===== src/rtl/sound_pkg.sv =====
// rtl/sound_pkg.sv - source encodings and note tables for the sound scheduler
package sound_pkg;

   localparam logic [1:0] SRC_NONE = 2'd0;
   localparam logic [1:0] SRC_JUMP = 2'd1;
   localparam logic [1:0] SRC_MS   = 2'd2;
   localparam logic [1:0] SRC_OVER = 2'd3;

   function automatic logic [1:0] note_cnt(input logic [1:0] src);
      case (src)
         SRC_JUMP: return 2'd1;
         SRC_MS:   return 2'd2;
         SRC_OVER: return 2'd3;
         default:  return 2'd0;
      endcase
   endfunction

   // Half-period in clk cycles at the 25.175 MHz pixel clock.
   function automatic logic [15:0] half_period(input logic [1:0] src, input logic [1:0] idx);
      case ({src, idx})
         {SRC_JUMP, 2'd0}: return 16'd15734;
         {SRC_MS,   2'd0}: return 16'd10490;
         {SRC_MS,   2'd1}: return 16'd7867;
         {SRC_OVER, 2'd0}: return 16'd20979;
         {SRC_OVER, 2'd1}: return 16'd27972;
         {SRC_OVER, 2'd2}: return 16'd41958;
         default:          return 16'd0;
      endcase
   endfunction

   function automatic logic [5:0] duration(input logic [1:0] src, input logic [1:0] idx);
      case ({src, idx})
         {SRC_JUMP, 2'd0}: return 6'd6;
         {SRC_MS,   2'd0}: return 6'd4;
         {SRC_MS,   2'd1}: return 6'd4;
         {SRC_OVER, 2'd0}: return 6'd10;
         {SRC_OVER, 2'd1}: return 6'd10;
         {SRC_OVER, 2'd2}: return 6'd20;
         default:          return 6'd0;
      endcase
   endfunction

endpackage


===== src/rtl/tone_divider.sv =====
// rtl/tone_divider.sv - half-period counter producing a square-wave tone
module tone_divider #(
   parameter int DIV_W = 16
) (
   input  logic             clk,
   input  logic             rst,
   input  logic             i_clear,
   input  logic             i_run,
   input  logic [DIV_W-1:0] i_half,
   output logic             o_tone
);

   logic [DIV_W-1:0] r_div_cnt;
   logic             r_tone;
   logic [DIV_W-1:0] w_last;

   // A zero half-period would never match, so it runs as a one-cycle half-period.
   assign w_last = (i_half == '0) ? '0 : i_half - DIV_W'(1);

   always_ff @(posedge clk or posedge rst) begin
      if (rst) begin
         r_div_cnt <= '0;
         r_tone    <= 1'b0;
      end else if (i_clear) begin
         r_div_cnt <= '0;
         r_tone    <= 1'b0;
      end else if (i_run) begin
         if (r_div_cnt == w_last) begin
            r_div_cnt <= '0;
            r_tone    <= ~r_tone;
         end else begin
            r_div_cnt <= r_div_cnt + DIV_W'(1);
         end
      end
   end

   assign o_tone = r_tone;

endmodule


===== src/rtl/sound_scheduler.sv =====
// rtl/sound_scheduler.sv - prioritised arbiter and note sequencer for the speaker pin
module sound_scheduler
   import sound_pkg::*;
#(
   parameter int DIV_SHIFT = 0,
   parameter int DIV_W     = 16
) (
   input  logic       clk,
   input  logic       rst,
   input  logic       game_tick,
   input  logic       jump_req,
   input  logic       milestone_req,
   input  logic       over_req,
   input  logic       mute,
   output logic       sound,
   output logic       busy,
   output logic [1:0] active_src
);

   localparam logic IDLE = 1'b0;
   localparam logic PLAY = 1'b1;

   if (DIV_W < 16 && DIV_SHIFT == 0) begin : g_div_w_check
      $error("sound_scheduler: DIV_W below 16 truncates unshifted half-periods");
   end

   logic             r_state;
   logic [1:0]       r_src;
   logic [1:0]       r_note_idx;
   logic [5:0]       r_tick_cnt;
   logic             r_sound;

   logic [1:0]       w_win_src;
   logic             w_accept;
   logic             w_tick;
   logic             w_note_end;
   logic [1:0]       w_next_idx;
   logic             w_has_next;
   logic [15:0]      w_half16;
   logic [DIV_W-1:0] w_half;
   logic             w_tone;

   always_comb begin
      w_win_src = SRC_NONE;
      if (over_req)           w_win_src = SRC_OVER;
      else if (milestone_req) w_win_src = SRC_MS;
      else if (jump_req)      w_win_src = SRC_JUMP;
   end

   // Equal priority restarts the sound; an accepted request swallows a coincident tick.
   assign w_accept   = (w_win_src != SRC_NONE) && (w_win_src >= r_src);
   assign w_tick     = game_tick && (r_state == PLAY) && !w_accept;
   assign w_note_end = w_tick && (r_tick_cnt == 6'd1);
   assign w_next_idx = r_note_idx + 2'd1;
   assign w_has_next = w_next_idx < note_cnt(r_src);
   assign w_half16   = half_period(r_src, r_note_idx) >> DIV_SHIFT;
   assign w_half     = DIV_W'(w_half16);

   tone_divider #(.DIV_W(DIV_W)) u_tone_divider (
      .clk     (clk),
      .rst     (rst),
      .i_clear (w_accept || w_note_end),
      .i_run   (r_state == PLAY),
      .i_half  (w_half),
      .o_tone  (w_tone)
   );

   always_ff @(posedge clk or posedge rst) begin
      if (rst) begin
         r_state    <= IDLE;
         r_src      <= SRC_NONE;
         r_note_idx <= 2'd0;
         r_tick_cnt <= 6'd0;
         r_sound    <= 1'b0;
      end else begin
         r_sound <= w_tone && !mute && (r_state == PLAY);
         if (w_accept) begin
            r_state    <= PLAY;
            r_src      <= w_win_src;
            r_note_idx <= 2'd0;
            r_tick_cnt <= duration(w_win_src, 2'd0);
         end else if (w_note_end) begin
            if (w_has_next) begin
               r_note_idx <= w_next_idx;
               r_tick_cnt <= duration(r_src, w_next_idx);
            end else begin
               r_state    <= IDLE;
               r_src      <= SRC_NONE;
               r_note_idx <= 2'd0;
               r_tick_cnt <= 6'd0;
            end
         end else if (w_tick) begin
            r_tick_cnt <= r_tick_cnt - 6'd1;
         end
      end
   end

   assign sound      = r_sound;
   assign busy       = (r_state == PLAY);
   assign active_src = r_src;

endmodule


===== config.mk =====
export PLATFORM = sky130hd
export DESIGN_NAME = sound_scheduler
export DESIGN_NICKNAME = d
export VERILOG_FILES = /design/src/rtl/sound_pkg.sv /design/src/rtl/tone_divider.sv /design/src/rtl/sound_scheduler.sv
export SDC_FILE = /design/constraint.sdc
export NUM_CORES = 1
export LEC_CHECK = 0
export BUFFER_PORTS_ARGS = -buffer_cell sky130_fd_sc_hd__buf_2
export CAP_MARGIN = 20
export CORE_MARGIN = 2
export CORE_UTILIZATION = 63
export DETAILED_ROUTE_END_ITERATION = 6
export GPL_TIMING_DRIVEN = 0
export PLACE_DENSITY = 0.81
export SYNTH_ARGS = -nofsm -noshare
export SYNTH_HDL_FRONTEND = slang
export SYNTH_HIERARCHICAL = 1
export SYNTH_SLANG_ARGS = --single-unit

===== constraint.sdc =====
create_clock -name clk -period 6.55 [get_ports clk]
set_clock_uncertainty 0.2 [all_clocks]
set_input_delay 0.9825 -clock clk [delete_from_list [all_inputs] [get_ports clk]]
set_output_delay 0.9825 -clock clk [all_outputs]
set_load 0.005 [all_outputs]

==> results by group, run 1 <==
GRT
  • Global route overflow: 0
  • GRT Total Usage: 28.9%
  • Vias in the first global route: 2591
  • Maximum number of pins on one net before global-route repair: 18
  • Initial antenna violation count: 0
  • Global-route wire length before repair: 11.9 mm

CTS
  • Cts hold-fix bufs: 0
  • Worst-path clk slew: 0.06 ns
  • CTS root buffer: clkbuf_8
  • Setup bufs post-CTS: 0
  • CTS tree: yes
  • Htree depth: 2
  • Clk sinks: 29
  • Clock Latency Late Sink: 0.28 ns
  • CTS buffer count: 5
  • PostCTS Resize Cnt: 0
  • Clock tree buffer depth: 2

Power and ir drop
  • Combinational group share of total power: 62.8%
  • Leakage power: 1.27 nW
  • P_sw: 0.527 mW
  • Sw frac: 48.3%
  • Pint: 0.565 mW
  • Clk pwr share: 14.6%
  • VDD IR max: 239 uV
  • Sequential share of power: 22.6%
  • Pwr/cell area: 353 nW/um2

STA
  • Period utilization: 80.8%
  • WHS: 0.364 ns
  • Setup Total Neg Slack: 0 ns
  • Final Hold Fails: 0
  • Rel. slew slack: 23.7%
  • Worst-Margin Slew: 1.13 ns
  • Setup Viol. Count Final: 0
  • Unrepaired setup endpoints after global routing: false
  • Final min period: 5.29 ns
  • Count of final max-slew check failures: 0
  • FMAX: 189 MHz

Critical path
  • CP endpoint kind: flop
  • Crit Path Class: flop to flop
  • Arrival @ worst endpoint: 5.25 ns
  • Slowest CP cell: nor4_1
  • CP Data Required Time: 6.51 ns
  • Crit path cell chain: inv_1 > ha_1 > clkbuf_1 > o21ai_0 > o21ai_0 > inv_1 > ha_1 > or3b_2 > nor4_1 > and2_0 > a21oi_1 > o32ai_1 > or4b_4 > o31ai_4 > buf_6 > nor2_1
  • Crit path max fanout: 11
  • Crit path launch type: flop
  • CP peak stage delay: 0.63 ns

Synthesis
  • Top cells by area, synth: dfrtp_1, ha_1, nor2_1
  • Number of synthesized flops with an enable pin: 0
  • List of most frequent post-synthesis cells: nor2_1, nand2_1, dfrtp_1
  • Yosys warns: 6
  • Most common cell in the netlist: nor2_1
  • Syn nets: 391
  • Yosys reg bits: 29
  • Post-synth top area share: 25.3%
  • Asr flop ratio synth: 100%
  • Syn avg cell area: 7.75 um2
  • Post-Syn Instances: 371
  • Netlist cell types: 67
  • Sequential fraction of the synthesis area: 25.3%
  • Synth Flop Type: dfrtp_1
  • Cell taking the most area after synthesis: dfrtp_1
  • Syn Std Cell Area: 2870 um2

Floorplanning
  • Chip Width: 71.5 um
  • Initial Util: 65.6%
  • Chip Height: 71.5 um
  • Top-Level Pins: 11
  • Core area: 4380 um2
  • # rows: 24
  • Die ar.: 5120 um2

Final layout
  • Area growth syn-to-layout: 7.53%
  • # diodes: 0
  • Nets: 408
  • Fraction of layout cells with a size suffix above 1: 11.1%

Hold path
  • Min-Delay Path Class: flop to flop

Route
  • DR WL/cell: 15.5 um
  • Drt drc: 0
  • Vias: 2793
  • DR vias/cell: 6.33
  • DRT met1 WL: 3.28 mm
  • Routed wl met2: 2.99 mm
  • Antenna Nets Post-Route: 0
  • Uppermost layer routed: met4
  • Routed wire length: 6.83 mm
  • First DRT Iteration DRCs: 263
  • 1st-pass router iterations: 5
  • Routed length on met3: 510 um

Place
  • RePlAce Congestion: 0.928
  • DP HPWL: 5.15 mm
  • I/O Buffers: 10

Job
  • Max_cap viols: 0

Status
  • Status: completed
==> per-stage QoR <==
stage               utilization [%]  instance area, um2  cells  power, mW  worst slack [ns]
finish                         70.5                3090    441       1.09              1.26
global route                   70.5                3090    441       1.19             0.898
CTS                            70.5                3090    441       1.08              1.36
detailed placement             68.2                2990    433      0.915              1.40
global placement               68.2                2990    433      0.900              1.39
floorplan                         -                2870    371      0.776              2.00
==> logic make-up (layout without fill, tap and decap cells) <==
logic type                 count (synthesis)  count (layout)  share of synthesized area [%]
AOI/OAI and AO/OA                         80              80                           18.3
muxes                                      7               7                           2.61
adders and majority gates                 13              13                           5.66
buffers and inverters                     42              60                           6.23
DFF                                       29              29                           25.3
xor gates and xnor gates                  30              30                           9.66
and+or+nand+nor                          170             170                           32.3
==> layout by cell type, fill, tap and decap left out, types with 4 or more instances in the layout <==
master    instances
o21ai_0          13
nand3_1          14
o22ai_1           7
nor2b_1           4
mux2_2            4
clkbuf_8          7
or4_1            10
nand2_1          35
nor2_1           38
dfrtp_1          29
buf_2            15
nand2b_1          4
xnor2_1          15
ha_1             13
o211ai_1          6
inv_1            20
nand4_1          11
nor4_1            9
xor2_1           14
nor3_1            8
nand3b_1          4
and3_1            8
clkbuf_1         11
a21oi_1          24
==> critical path, delay by kind of cell (launching register included) <==
family / cells / cell delay (ns)
flops: 1 / 0.44
simple gates: 5 / 2.15
buf+inv: 4 / 0.67
compound gates: 5 / 1.27
fa+ha+maj: 2 / 0.44
==> power by group through the flow <==
stage / registers (mW) / clock network (mW) / logic, mW
2_1_floorplan: 0.239 / 0 / 0.537
6_report: 0.246 / 0.159 / 0.686
3_3_place_gp: 0.247 / 0 / 0.654
5_1_grt: 0.250 / 0.173 / 0.770
3_5_place_dp: 0.247 / 0 / 0.667
4_1_cts: 0.245 / 0.164 / 0.674
==> state kept, by name, indices dropped and copies added (netlist names) <==
signal                    flops
sound                         1
u_tone_divider/r_div_cnt     16
active_src                    2
r_note_idx                    2
u_tone_divider/o_tone         1
busy                          1
r_tick_cnt                    6
==> worst paths after layout <==
path | from | end | slack (ns) | cells past startpoint
min in group asynchronous | rst | r_tick_cnt[1] | 0.52 | 2
worst min-delay path | u_tone_divider/o_tone | sound | 0.36 | 1
max in group asynchronous | rst | u_tone_divider/r_div_cnt[6] | 5.15 | 2
worst max-delay path | r_note_idx[0] | u_tone_divider/r_div_cnt[6] | 1.26 | 16
worst min register to register | u_tone_divider/o_tone | sound | 0.36 | 1
worst max register to register | r_note_idx[0] | u_tone_divider/r_div_cnt[6] | 1.26 | 16
==> per-layer routing <==
metal / global-route usage, % / vias to the layer above
met3: 5.77 / 9
met1: 43.4 / 1296
met5: 0 / -
li1: - / 1384
met4: 7.34 / 0
met2: 43.0 / 104
==> area by class of cell <==
cell class	count	area (um2)
multi-input combinational	300	1970
fill	355	1290
sequential	29	726
clock buffer	7	96.3
buffer	20	96.3
inverter	22	82.6
tap	52	65.1
timing repair buffer	10	50.0
clock inverter	1	5.00
(Power assumes the default switching activity.)
==> run 2: changes to the inputs <==
Settings changed: CORE_UTILIZATION 63 to 57, PLACE_DENSITY 0.81 to 0.77.
Clock period 6.55 ns to 4.7 ns, I/O delays scaled along.
==> run 2 against run 1 <==
Clock power is 22% higher. Critical path depth is 1 lower. Worst hold slack worse by 0.12 ns. Utilization is 2.4 points lower. Sequential share of layout area is 1.1 points lower. Maximum frequency is 17% higher. Sequential cell count stayed put. Cell area is 5.4% higher. Critical endpoint is now u_tone_divider/r_div_cnt[12].
==> results by group, run 2 (synthesized netlist as in run 1, its figures left out) <==
Status
  • Status: completed

Route
  • Vias: 2867
  • DR vias/cell: 6.22
  • Drt drc: 0
  • Routed wire length: 7.06 mm
  • First DRT Iteration DRCs: 310
  • DR WL/cell: 15.3 um
  • 1st-pass router iterations: 5
  • Antenna Nets Post-Route: 0

CTS
  • Clock Latency Late Sink: 0.28 ns
  • CTS buffer count: 5
  • Clock tree buffer depth: 2
  • CTS tree: yes
  • Worst-path clk slew: 0.07 ns
  • Clk sinks: 29
  • Htree depth: 2
  • CTS root buffer: clkbuf_8

Final layout
  • # diodes: 0
  • Most frequent cells in the layout: nor2_1, nand2_1, dfrtp_1, a21oi_1, inv_1
  • Most common cell after layout, fill and taps aside: nor2_1
  • Largest Register: u_tone_divider/r_div_cnt
  • Area growth syn-to-layout: 13.4%
  • Nets: 413
  • Fraction of layout cells with a size suffix above 1: 17.0%
  • Layout fillers: 401
  • Fin util: 68.1%
  • Max FFs per register: 16
  • Top flop regs: u_tone_divider/r_div_cnt: 16 flops, r_tick_cnt: 6 flops
  • Non-filler instance count after layout: 461

STA
  • Count of final max-slew check failures: 0
  • Worst-Margin Slew: 0.927 ns
  • FMAX: 222 MHz
  • WHS: 0.245 ns
  • Setup Viol. Count Final: 0
  • Rel. slew slack: 37.6%
  • Period utilization: 95.9%
  • Final Hold Fails: 0
  • Unrepaired setup endpoints after global routing: false
  • Post-route setup slack: 0.193 ns
  • Final min period: 4.51 ns

Place
  • RePlAce Congestion: 0.932
  • Setup WS pre-CTS: -0.579 ns
  • DP HPWL: 5.11 mm
  • Placed Cells: 448
  • I/O Buffers: 10

Floorplanning
  • Chip Width: 75.0 um
  • Core area: 4790 um2
  • # rows: 25
  • Chip Height: 75.0 um
  • Initial Util: 60.1%
  • Die ar.: 5630 um2
  • Top-Level Pins: 11

Critical path
  • R2R Setup Slk: 0.19 ns
  • CP Data Required Time: 4.67 ns
  • Arrival @ worst endpoint: 4.47 ns
  • Crit path cell chain: inv_2 > ha_4 > o21ai_4 > a21oi_4 > a21o_1 > or4_1 > buf_2 > or4_4 > nand3b_1 > o21ai_0 > or4_1 > or4b_4 > o31ai_4 > buf_4 > nor2_1
  • CP most frequent cell: or4_1
  • Start of the worst register-to-register path: r_note_idx[0]
  • Slowest CP cell: or4_4
  • CP endpoint kind: flop
  • Crit Path Class: flop to flop
  • CP peak stage delay: 0.56 ns
  • Crit path launch type: flop
  • Crit path max fanout: 9
  • Worst Setup SP: r_note_idx[0]

GRT
  • Global-route wire length before repair: 12.1 mm
  • Maximum number of pins on one net before global-route repair: 18
  • GRT Total Usage: 27.5%
  • Global route overflow: 0
  • Initial antenna violation count: 0
  • Vias in the first global route: 2571

Power and ir drop
  • Pwr/cell area: 485 nW/um2
  • Leakage power: 1.31 nW
  • VDD IR max: 277 uV

Job
  • Max_cap viols: 0

Hold path
  • Min-Delay Path Class: input pin to async pin
## run 2: cell count changes in the layout (fill, tap and decap cells not counted), moves of 3 or more
cell | previous run | this run
a21oi_1 | 24 | 19
a21oi_2 | 1 | 5
buf_4 | 0 | 6
ha_1 | 13 | 10
ha_4 | 0 | 3
o21ai_0 | 13 | 10
## run 2: area by class of cell
cell class | instances | area, um2 | area share [%]
Buffer | 18 | 90.1 | 2.76
Clock buffer | 6 | 72.6 | 2.23
Clock inverter | 2 | 10.0 | 0.307
Inverter | 22 | 86.3 | 2.65
Multi-Input combinational cell | 300 | 2080 | 63.9
Sequential cell | 29 | 728 | 22.4
Tap cell | 67 | 83.8 | 2.57
Timing Repair Buffer | 17 | 106 | 3.26
## run 2: worst max-delay path: cells and delay by family, from the launching register on
| kind | cells | cell delay [ns] |
|---|---|---|
| fa+ha+maj | 1 | 0.20 |
| flops | 1 | 0.42 |
| compound gates | 5 | 0.82 |
| simple gates | 6 | 2.30 |
| buf+inv | 3 | 0.46 |
## run 2: path summary, 6_finish.rpt
kind                                                endpoint  depth (start not counted)
min in group clk                                       sound                          1
worst max-delay path            u_tone_divider/r_div_cnt[12]                         15
worst min register to register                         sound                          1
worst max register to register  u_tone_divider/r_div_cnt[12]                         15
max in group asynchronous        u_tone_divider/r_div_cnt[9]                          2
worst min-delay path                                    busy                          2
## run 2: through the flow
stage               cell area (um2)  power [mW]  TNS (ns)
floorplan                      2870        1.08         0
global placement               3010        1.26     -5.92
detailed placement             3010        1.28     -7.99
CTS                            3130        1.51         0
global route                   3260        1.72         0
finish                         3260        1.58         0
## run 2: routing by layer
metal | share of wire, % | wire length [um] | track usage, %
met5 | 0 | 0 | 0
met4 | 0.76 | 54 | 7.34
met3 | 6.4 | 454 | 4.15
met2 | 46 | 3230 | 41.4
met1 | 47 | 3320 | 41.1
## run 2: power by group
group	switching (mW)	total [mW]	leakage, nW	internal, mW
Clock	0.0919	0.194	0.0450	0.102
Combinational	0.630	1.04	0.884	0.410
Sequential	0.0558	0.345	0.383	0.289
Total	0.778	1.58	1.31	0.801
## run 2: what timing repair did
| action | in CTS | in global routing |
|---|---|---|
| buffers inserted | 3 | 3 |
| resized for setup | 10 | 22 |
| setup endpoints to repair | 16 | 15 |
| hold buffers | 0 | 0 |
| gates cloned | 0 | 1 |
| pin swaps | 1 | 2 |
==> run 3: changes to the inputs <==
Settings changed: CORE_MARGIN 2 to 4.
==> run 3 against run 2 <==
Cell area about the same. Sequential share of layout area about the same. Wire length up 0.71%. Via count down 0.38%. Combinational power about the same. Largest cell class unchanged. Highest routed layer unchanged.
==> results by group, run 3 (synthesized netlist as in run 1, its figures left out) <==
CTS
  • Clock tree buffer depth: 2
  • CTS tree: yes
  • Clock Latency Late Sink: 0.28 ns
  • Cts hold-fix bufs: 0
  • Htree depth: 2
  • CTS buffer count: 5
  • Clk sinks: 29
  • Worst-path clk slew: 0.07 ns
  • CTS root buffer: clkbuf_8

STA
  • Worst-Margin Slew: 0.967 ns
  • Rel. slew slack: 34.9%
  • Count of final max-slew check failures: 0
  • WHS: 0.234 ns
  • Setup Viol. Count Final: 0
  • FMAX: 219 MHz
  • Final Hold Fails: 0
  • Period utilization: 97.2%
  • Setup Total Neg Slack: 0 ns
  • Final min period: 4.57 ns

Power and ir drop
  • P_sw: 0.769 mW
  • Pwr/cell area: 489 nW/um2
  • Leakage power: 1.31 nW
  • Combinational group share of total power: 65.5%
  • Sw frac: 48.3%
  • Sequential share of power: 21.6%
  • Pint: 0.824 mW
  • Clk pwr share: 12.9%
  • VDD IR max: 382 uV

GRT
  • Vias in the first global route: 2512
  • Global-route wire length before repair: 11.7 mm
  • Initial antenna violation count: 0
  • GRT Total Usage: 23.3%
  • Maximum number of pins on one net before global-route repair: 18
  • Global route overflow: 0

Floorplanning
  • Chip Height: 79.0 um
  • Top-Level Pins: 11
  • # rows: 25
  • Chip Width: 79.0 um
  • Core area: 4820 um2
  • Die ar.: 6240 um2
  • Initial Util: 59.7%

Final layout
  • # diodes: 0
  • Fraction of layout cells with a size suffix above 1: 17.0%
  • Non-filler instance count after layout: 461
  • Layout fillers: 420
  • Nets: 414
  • Area growth syn-to-layout: 13.3%
  • Most common cell after layout, fill and taps aside: nor2_1
  • Largest Register: u_tone_divider/r_div_cnt
  • Most frequent cells in the layout: nor2_1, nand2_1, dfrtp_1, a21oi_1, inv_1
  • Max FFs per register: 16
  • Top flop regs: u_tone_divider/r_div_cnt: 16 flops, r_tick_cnt: 6 flops

Place
  • DP HPWL: 5.21 mm
  • RePlAce Congestion: 0.896
  • Placed Cells: 448
  • I/O Buffers: 10

Critical path
  • CP Buf/Inv Count: 3
  • Crit-path leading delay family: simple AND/OR/NAND/NOR gates
  • Start of the worst register-to-register path: r_note_idx[1]
  • CP peak stage delay: 0.54 ns
  • CP endpoint kind: flop
  • Slowest CP cell: or4b_4
  • Crit path max fanout: 11
  • Crit path launch type: flop
  • R2R Setup Slk: 0.13 ns
  • CP most frequent cell: or4_1
  • Crit Path Class: flop to flop
  • Crit path cell chain: inv_2 > ha_4 > nor2b_1 > o21ai_2 > o21ai_4 > inv_1 > ha_1 > or3b_4 > or4_1 > xnor2_1 > a22oi_1 > or4_1 > or4b_4 > o31ai_4 > buf_4 > nor2_1
  • Arrival @ worst endpoint: 4.53 ns
  • FF-to-FF path depth: 16
  • RR Endpoint: u_tone_divider/r_div_cnt[11]
  • CP Data Required Time: 4.66 ns

Hold path
  • Min-Delay Path Class: input pin to async pin

Route
  • DR WL/cell: 15.4 um
  • Routed wire length: 7.11 mm
  • Vias: 2856
  • First DRT Iteration DRCs: 264
  • Drt drc: 0
  • 1st-pass router iterations: 5
  • Antenna Nets Post-Route: 0
  • DR vias/cell: 6.20

Job
  • Max_cap viols: 0

Status
  • Status: completed
## run 3: power groups by stage
stage | logic (mW) | clock network, mW | registers (mW)
after CTS | 0.946 | 0.207 | 0.341
after global routing | 1.15 | 0.224 | 0.352
after global placement | 0.911 | 0 | 0.344
final | 1.04 | 0.205 | 0.344
after detailed placement | 0.930 | 0 | 0.344
after floorplan | 0.749 | 0 | 0.333
## run 3: repair_timing
action	4_1_cts	5_1_grt
cloned	0	1
setup buffers	0	7
pin swaps	0	4
endpoints found under the setup margin	16	15
gates resized for setup	10	24
## run 3: worst max path at each step
stage                  start                            to  cells past startpoint
6_report       r_note_idx[1]  u_tone_divider/r_div_cnt[11]                     16
5_1_grt        r_note_idx[0]  u_tone_divider/r_div_cnt[15]                     15
4_1_cts        r_note_idx[0]   u_tone_divider/r_div_cnt[5]                     15
3_5_place_dp   r_note_idx[0]   u_tone_divider/r_div_cnt[5]                     16
3_3_place_gp   r_note_idx[0]   u_tone_divider/r_div_cnt[5]                     16
2_1_floorplan  r_note_idx[0]  u_tone_divider/r_div_cnt[15]                     17
## run 3: area by class of cell
type                       instances  area [um2]  share of cell area, %
multi-input combinational        300        2060                   63.4
sequential                        29         729                   22.4
timing repair buffer              18         114                   3.50
buffer                            18        92.6                   2.84
clock buffer                       7        86.3                   2.65
inverter                          22        86.3                   2.65
tap                               67        83.8                   2.57
## run 3: per-layer routing
layer / wire, um / up-vias / global-route usage (%)
li1: - / 1390 / -
met1: 3450 / 1342 / 34.1
met2: 3040 / 106 / 34.0
met3: 457 / 18 / 3.85
met4: 158 / 0 / 9.45
met5: 0 / - / 0
## run 3: per-stage QoR
| step | total power, mW | cell area, um2 | util, % | worst slack (ns) |
|---|---|---|---|---|
| CTS | 1.49 | 3110 | 64.6 | 0.0151 |
| detailed placement | 1.27 | 3010 | 62.4 | -0.445 |
| finish | 1.59 | 3260 | 67.6 | 0.132 |
| global route | 1.72 | 3260 | 67.6 | -0.0321 |
| floorplan | 1.08 | 2870 | - | 0.152 |
| global placement | 1.26 | 3010 | 62.4 | -0.481 |
